File: src/rtl/mmi_mod_clkp_pkg.sv
// Shared constants for the MMIO timebase prescaler: default clock and tick
// rates plus the accumulator width used by every rate channel.
package mmi_mod_clkp_pkg;

   localparam int CLK_HZ_DEFAULT   = 100000000;
   localparam int RATE_1M_DEFAULT  = 1000000;
   localparam int RATE_64K_DEFAULT = 65536;
   localparam int RATE_1K_DEFAULT  = 1000;
   localparam int RATE_256_DEFAULT = 256;

   localparam int ACC_W = 32;

endpackage

File: src/rtl/clkp_rate_gen.sv
// One fractional (DDA) tick channel: adds RATE every clock and emits a
// one-cycle tick each time the running sum crosses CLK_HZ.
module clkp_rate_gen
   import mmi_mod_clkp_pkg::*;
#(
   parameter int CLK_HZ = CLK_HZ_DEFAULT,
   parameter int RATE   = RATE_1M_DEFAULT
) (
   input  logic clock,
   input  logic reset,
   output logic tick
);

   localparam int SUM_W = ACC_W + 1;
   localparam logic [SUM_W-1:0] RATE_S = SUM_W'(RATE);
   localparam logic [SUM_W-1:0] CLK_S  = SUM_W'(CLK_HZ);

   if (!(RATE > 0 && RATE < CLK_HZ)) begin : g_bad_rate
      $error("clkp_rate_gen: RATE %0d must satisfy 0 < RATE < CLK_HZ %0d", RATE, CLK_HZ);
   end

   logic [ACC_W-1:0] acc;
   logic [SUM_W-1:0] sum;
   logic             wrap;
   logic [ACC_W-1:0] accNext;

   // The extra sum bit keeps acc + RATE exact; the remainder always fits ACC_W
   // because acc stays below CLK_HZ.
   assign sum     = {1'b0, acc} + RATE_S;
   assign wrap    = (sum >= CLK_S);
   assign accNext = wrap ? ACC_W'(sum - CLK_S) : ACC_W'(sum);

   always_ff @(posedge clock or negedge reset) begin
      if (!reset) begin
         acc  <= '0;
         tick <= 1'b0;
      end else begin
         acc  <= accNext;
         tick <= wrap;
      end
   end

endmodule

File: src/rtl/mmi_mod_clkp.sv
// Free-running timebase prescaler: four independent DDA channels producing
// 1 MHz, 64 kHz, 1 kHz and 256 Hz single-cycle tick strobes.
module mmi_mod_clkp
   import mmi_mod_clkp_pkg::*;
#(
   parameter int CLK_HZ   = CLK_HZ_DEFAULT,
   parameter int RATE_1M  = RATE_1M_DEFAULT,
   parameter int RATE_64K = RATE_64K_DEFAULT,
   parameter int RATE_1K  = RATE_1K_DEFAULT,
   parameter int RATE_256 = RATE_256_DEFAULT
) (
   input  logic clock,
   input  logic reset,
   output logic timer1MHz,
   output logic timer64kHz,
   output logic timer1kHz,
   output logic timer256Hz
);

   if (CLK_HZ < 2) begin : g_bad_clk
      $error("mmi_mod_clkp: CLK_HZ %0d out of range", CLK_HZ);
   end

   clkp_rate_gen #(.CLK_HZ(CLK_HZ), .RATE(RATE_1M)) u_gen1M (
      .clock(clock), .reset(reset), .tick(timer1MHz)
   );

   clkp_rate_gen #(.CLK_HZ(CLK_HZ), .RATE(RATE_64K)) u_gen64k (
      .clock(clock), .reset(reset), .tick(timer64kHz)
   );

   clkp_rate_gen #(.CLK_HZ(CLK_HZ), .RATE(RATE_1K)) u_gen1k (
      .clock(clock), .reset(reset), .tick(timer1kHz)
   );

   clkp_rate_gen #(.CLK_HZ(CLK_HZ), .RATE(RATE_256)) u_gen256 (
      .clock(clock), .reset(reset), .tick(timer256Hz)
   );

endmodule

File: config.mk
export PLATFORM = sky130hd
export DESIGN_NAME = mmi_mod_clkp
export DESIGN_NICKNAME = d
export VERILOG_FILES = /design/src/rtl/mmi_mod_clkp_pkg.sv /design/src/rtl/clkp_rate_gen.sv /design/src/rtl/mmi_mod_clkp.sv
export SDC_FILE = /design/constraint.sdc
export NUM_CORES = 1
export LEC_CHECK = 0
export BUFFER_PORTS_ARGS = -buffer_cell sky130_fd_sc_hd__buf_4
export CAP_MARGIN = 30
export CORE_ASPECT_RATIO = 1.75
export CORE_MARGIN = 2
export CORE_UTILIZATION = 65
export CTS_CLUSTER_SIZE = 30
export DETAILED_ROUTE_END_ITERATION = 16
export MAX_ROUTING_LAYER = met4
export PLACE_DENSITY = 0.89
export SYNTH_ARGS = -nofsm -noshare
export SYNTH_HDL_FRONTEND = slang
export SYNTH_SLANG_ARGS = --single-unit
File: constraint.sdc
create_clock -name clock -period 4 [get_ports clock]
set_input_delay 0.6 -clock clock [delete_from_list [all_inputs] [get_ports clock]]
set_output_delay 0.6 -clock clock [all_outputs]
set_load 0.03 [all_outputs]
==> run summary <==
WL final - 18,300 µm
Syn Inst Count - 930
number of standard-cell rows in the floorplan - 53
core box area - 11,900 µm²
leakage power - 3.29 nW
fraction of synthesized area in multiplexers - 0.00757
CTS Hold Bufs - 0
worst slack after detailed placement - 0.350 ns
most frequent standard cell in the layout excluding fill and tap cells - sky130_fd_sc_hd__dfrtp_1
fraction of post-synthesis cell area in the top cell type by area - 0.338
setup ws final - 0.297 ns
number of failing hold endpoints at the final stage - 0
main combinational cell family by area after synthesis - simple AND/OR/NAND/NOR gates
top fanout value on the critical path - 13
worst-case clock skew - 0.0155 ns
Root Driver - sky130_fd_sc_hd__clkbuf_16
Crit path max-delay family - simple AND/OR/NAND/NOR gates
HPWL Detailed - 13,600 µm
fin. max-slew vios - 0
Synthesized Nets - 943
worst-margin pin slew - 0.770 ns
Area after DPL - 8120 µm²
clk_lat worst skew - 0.36 ns
number of register bits inferred by synthesis - 107
commonest cells after routing, fill and taps aside - 107 x sky130_fd_sc_hd__dfrtp_1, 100 x sky130_fd_sc_hd__xnor2_1, 92 x sky130_fd_sc_hd__nand2_1, 79 x sky130_fd_sc_hd__nor2_1, 54 x sky130_fd_sc_hd__xor2_1
Max-cap violations - 0
total vias in the final route - 6,912
run status - completed
number of enable flip-flop cells after synthesis - 0
final sum of negative setup slack - 0 ns
buffer levels on the longest clock path - 2
synth top area cells - sky130_fd_sc_hd__dfrtp_1 34%, sky130_fd_sc_hd__xnor2_1 11%, sky130_fd_sc_hd__xor2_1 6.0%, sky130_fd_sc_hd__nand2_1 4.4%, sky130_fd_sc_hd__nor2_1 3.7%
average wire length per cell after detail routing - 17.0 µm
post-synthesis share of cell area spent on xor and xnor gates - 0.172
buffers inserted during post-CTS setup optimization - 0
routability congestion estimate from global placement - 0.988
overall routing resource usage - 0.296
via count of the first global-routing pass - 6,870
starting density of the core - 0.664
number of warning messages in the yosys log - 0
ratio of total power to cell area - 234 nW/µm²
launching element type of the critical path - flop
maximum number of pins on one net before global-route repair - 54
Hold WS - 0.0377 ns
critical path's slowest cell - sky130_fd_sc_hd__or4_4
GRT Residual Overflow - 0
delay contributed by the slowest stage of the critical path - 0.64 ns
kind of end point of the critical path - flop
via-per-instance ratio - 6.44
DIE AREA - 13,100 µm²
count of unique library cells instantiated by Yosys - 88
post-synthesis async set-or-reset flop share - 1.00
sequential element share of the synthesized area - 0.338
CP most frequent cell - sky130_fd_sc_hd__or4_4
ports placed on the boundary - 6
Synth Cell Area - 7930 µm²
Compound-Gate Fraction of Synth Area - 0.171
number of DRC violations after detailed-routing iteration 0 - 453
number of antenna violations at the first check in global routing - 0
Residual DRC - 0
Cell Chain, Critical Path - or4_4 > nor2_2 > nor4_1 > or4_1 > or4_4 > o211a_4 > or2_4 > nor2_4 > nand3_2 > xor2_1
critical register-to-register path startpoint - u_gen1k.acc[5]
Vert. Die Dim - 150 µm
layout cell share with drive strength beyond 1 - 0.0768
Final ANT Viol Nets - 0
Required @ worst endpoint - 4.23 ns
number of H-tree branching levels - 3
final worst-path cycle share - 0.926
CTS Buf Count - 9
RSZ-0062 raised after global routing - no
global-route wire length before repair - 30,500 µm
floorplan die width - 87.5 µm
number of buffers added on ports - 5
nets - 945
Final Critical Period - 3.70 ns
category of the most critical setup path - reg -> reg
CTS tree - built
area overhead of the layout relative to synthesis - 5.74%
Clock Sinks - 107
first element of the critical path - u_gen1k.acc[5]
Resized cells post-CTS - 0
Reg clk slew, reported paths - 0.08 ns
fraction of the mapped netlist area in adder cells - 0.0174
synthesized area per cell - 8.53 µm²
CP Data Arrival Time - 3.93 ns
number of diodes - 0
leading area contributor after synthesis - sky130_fd_sc_hd__dfrtp_1
iteration count of the initial detailed-routing pass - 6
count of buffering cells on the critical path with inverters included - 0
Slew Limit Headroom - 0.479
number of failing setup endpoints in the final timing report - 0
simple-gate share of the synthesized area - 0.257
Peak supply drop - 218 µV
Hold Crit Class - in -> async
final non-filler cell area - 8390 µm²
top flip-flop cell by instance count after synthesis - sky130_fd_sc_hd__dfrtp_1
timing-limited maximum frequency - 0.270 GHz
==> layer usage <==
metal / vias to the layer above / share of wire / global-route usage
li1: 3318 / - / -
met1: 3266 / 0.38 / 0.306
met2: 224 / 0.53 / 0.525
met3: 104 / 0.036 / 0.0345
met4: 0 / 0.054 / 0.178
met5: - / 0 / -
==> through the flow <==
step                total power, mW   util  instances
floorplan                      1.10      -        930
global placement               1.13  0.680       1058
detailed placement             1.13  0.680       1058
CTS                            1.97  0.703       1074
global route                   2.02  0.703       1074
finish                         1.96  0.703       1074
==> cells in the mapped netlist (all sizes together), types with 4 or more instances <==
cell / instances
and3: 14
a21boi: 8
xnor2: 101
dfrtp: 107
mux2i: 6
a21oi: 41
o22ai: 6
a211o: 4
nor2: 82
xor2: 54
or3: 12
nand2: 94
nor4: 15
or2: 7
and2: 14
nand2b: 8
buf: 18
inv: 27
nand4: 16
clkbuf: 18
o211ai: 8
o21bai: 6
nand3b: 5
o31a: 4
o21ai: 45
nor3b: 6
o21a: 8
nand3: 50
ha: 11
a2111oi: 4
nor2b: 8
o211a: 4
or4: 12
nand4b: 5
a211oi: 14
nor3: 25
a21o: 7
a31oi: 11
==> worst paths after layout <==
kind / cells past startpoint / slack [ns] / end
max in group asynchronous: 2 / 3.09 / u_gen1k.acc[29]
worst min-delay path: 1 / 0.04 / u_gen256.tick
worst min register to register: 1 / 0.48 / u_gen64k.acc[12]
worst max register to register: 10 / 0.30 / u_gen1k.acc[24]
min in group clock: 1 / 0.48 / u_gen64k.acc[12]
worst max-delay path: 10 / 0.30 / u_gen1k.acc[24]
==> where the power goes <==
group	total, mW	internal (mW)	switching [mW]
Clock	0.856	0.428	0.428
Combinational	0.0225	0.00191	0.0206
Sequential	1.08	1.08	0
Total	1.96	1.51	0.448
==> cell type report <==
type                    count  area, µm²
clock buffers              11        233
clock inverters             5       37.5
fillers                   948       3550
inverters                  28        110
multi-input cells         759       4950
flip-flops and latches    107       2680
well taps                 137        171
repair buffers             27        203
==> flip-flops by register name, summed over array words and instances, names as in the netlist <==
signal	cells
u_gen256.tick	1
u_gen1M.acc	26
u_gen1k.acc	29
u_gen1k.tick	1
u_gen64k.tick	1
u_gen1M.tick	1
u_gen64k.acc	24
u_gen256.acc	24
==> cell families after synthesis <==
family	after synthesis
DFF	107
and+or+nand+nor	385
AOI/OAI and AO/OA	202
xor gates and xnor gates	155
buffers and inverters	64
adders and majority gates	11
muxes	6
(Power assumes the default switching activity.)
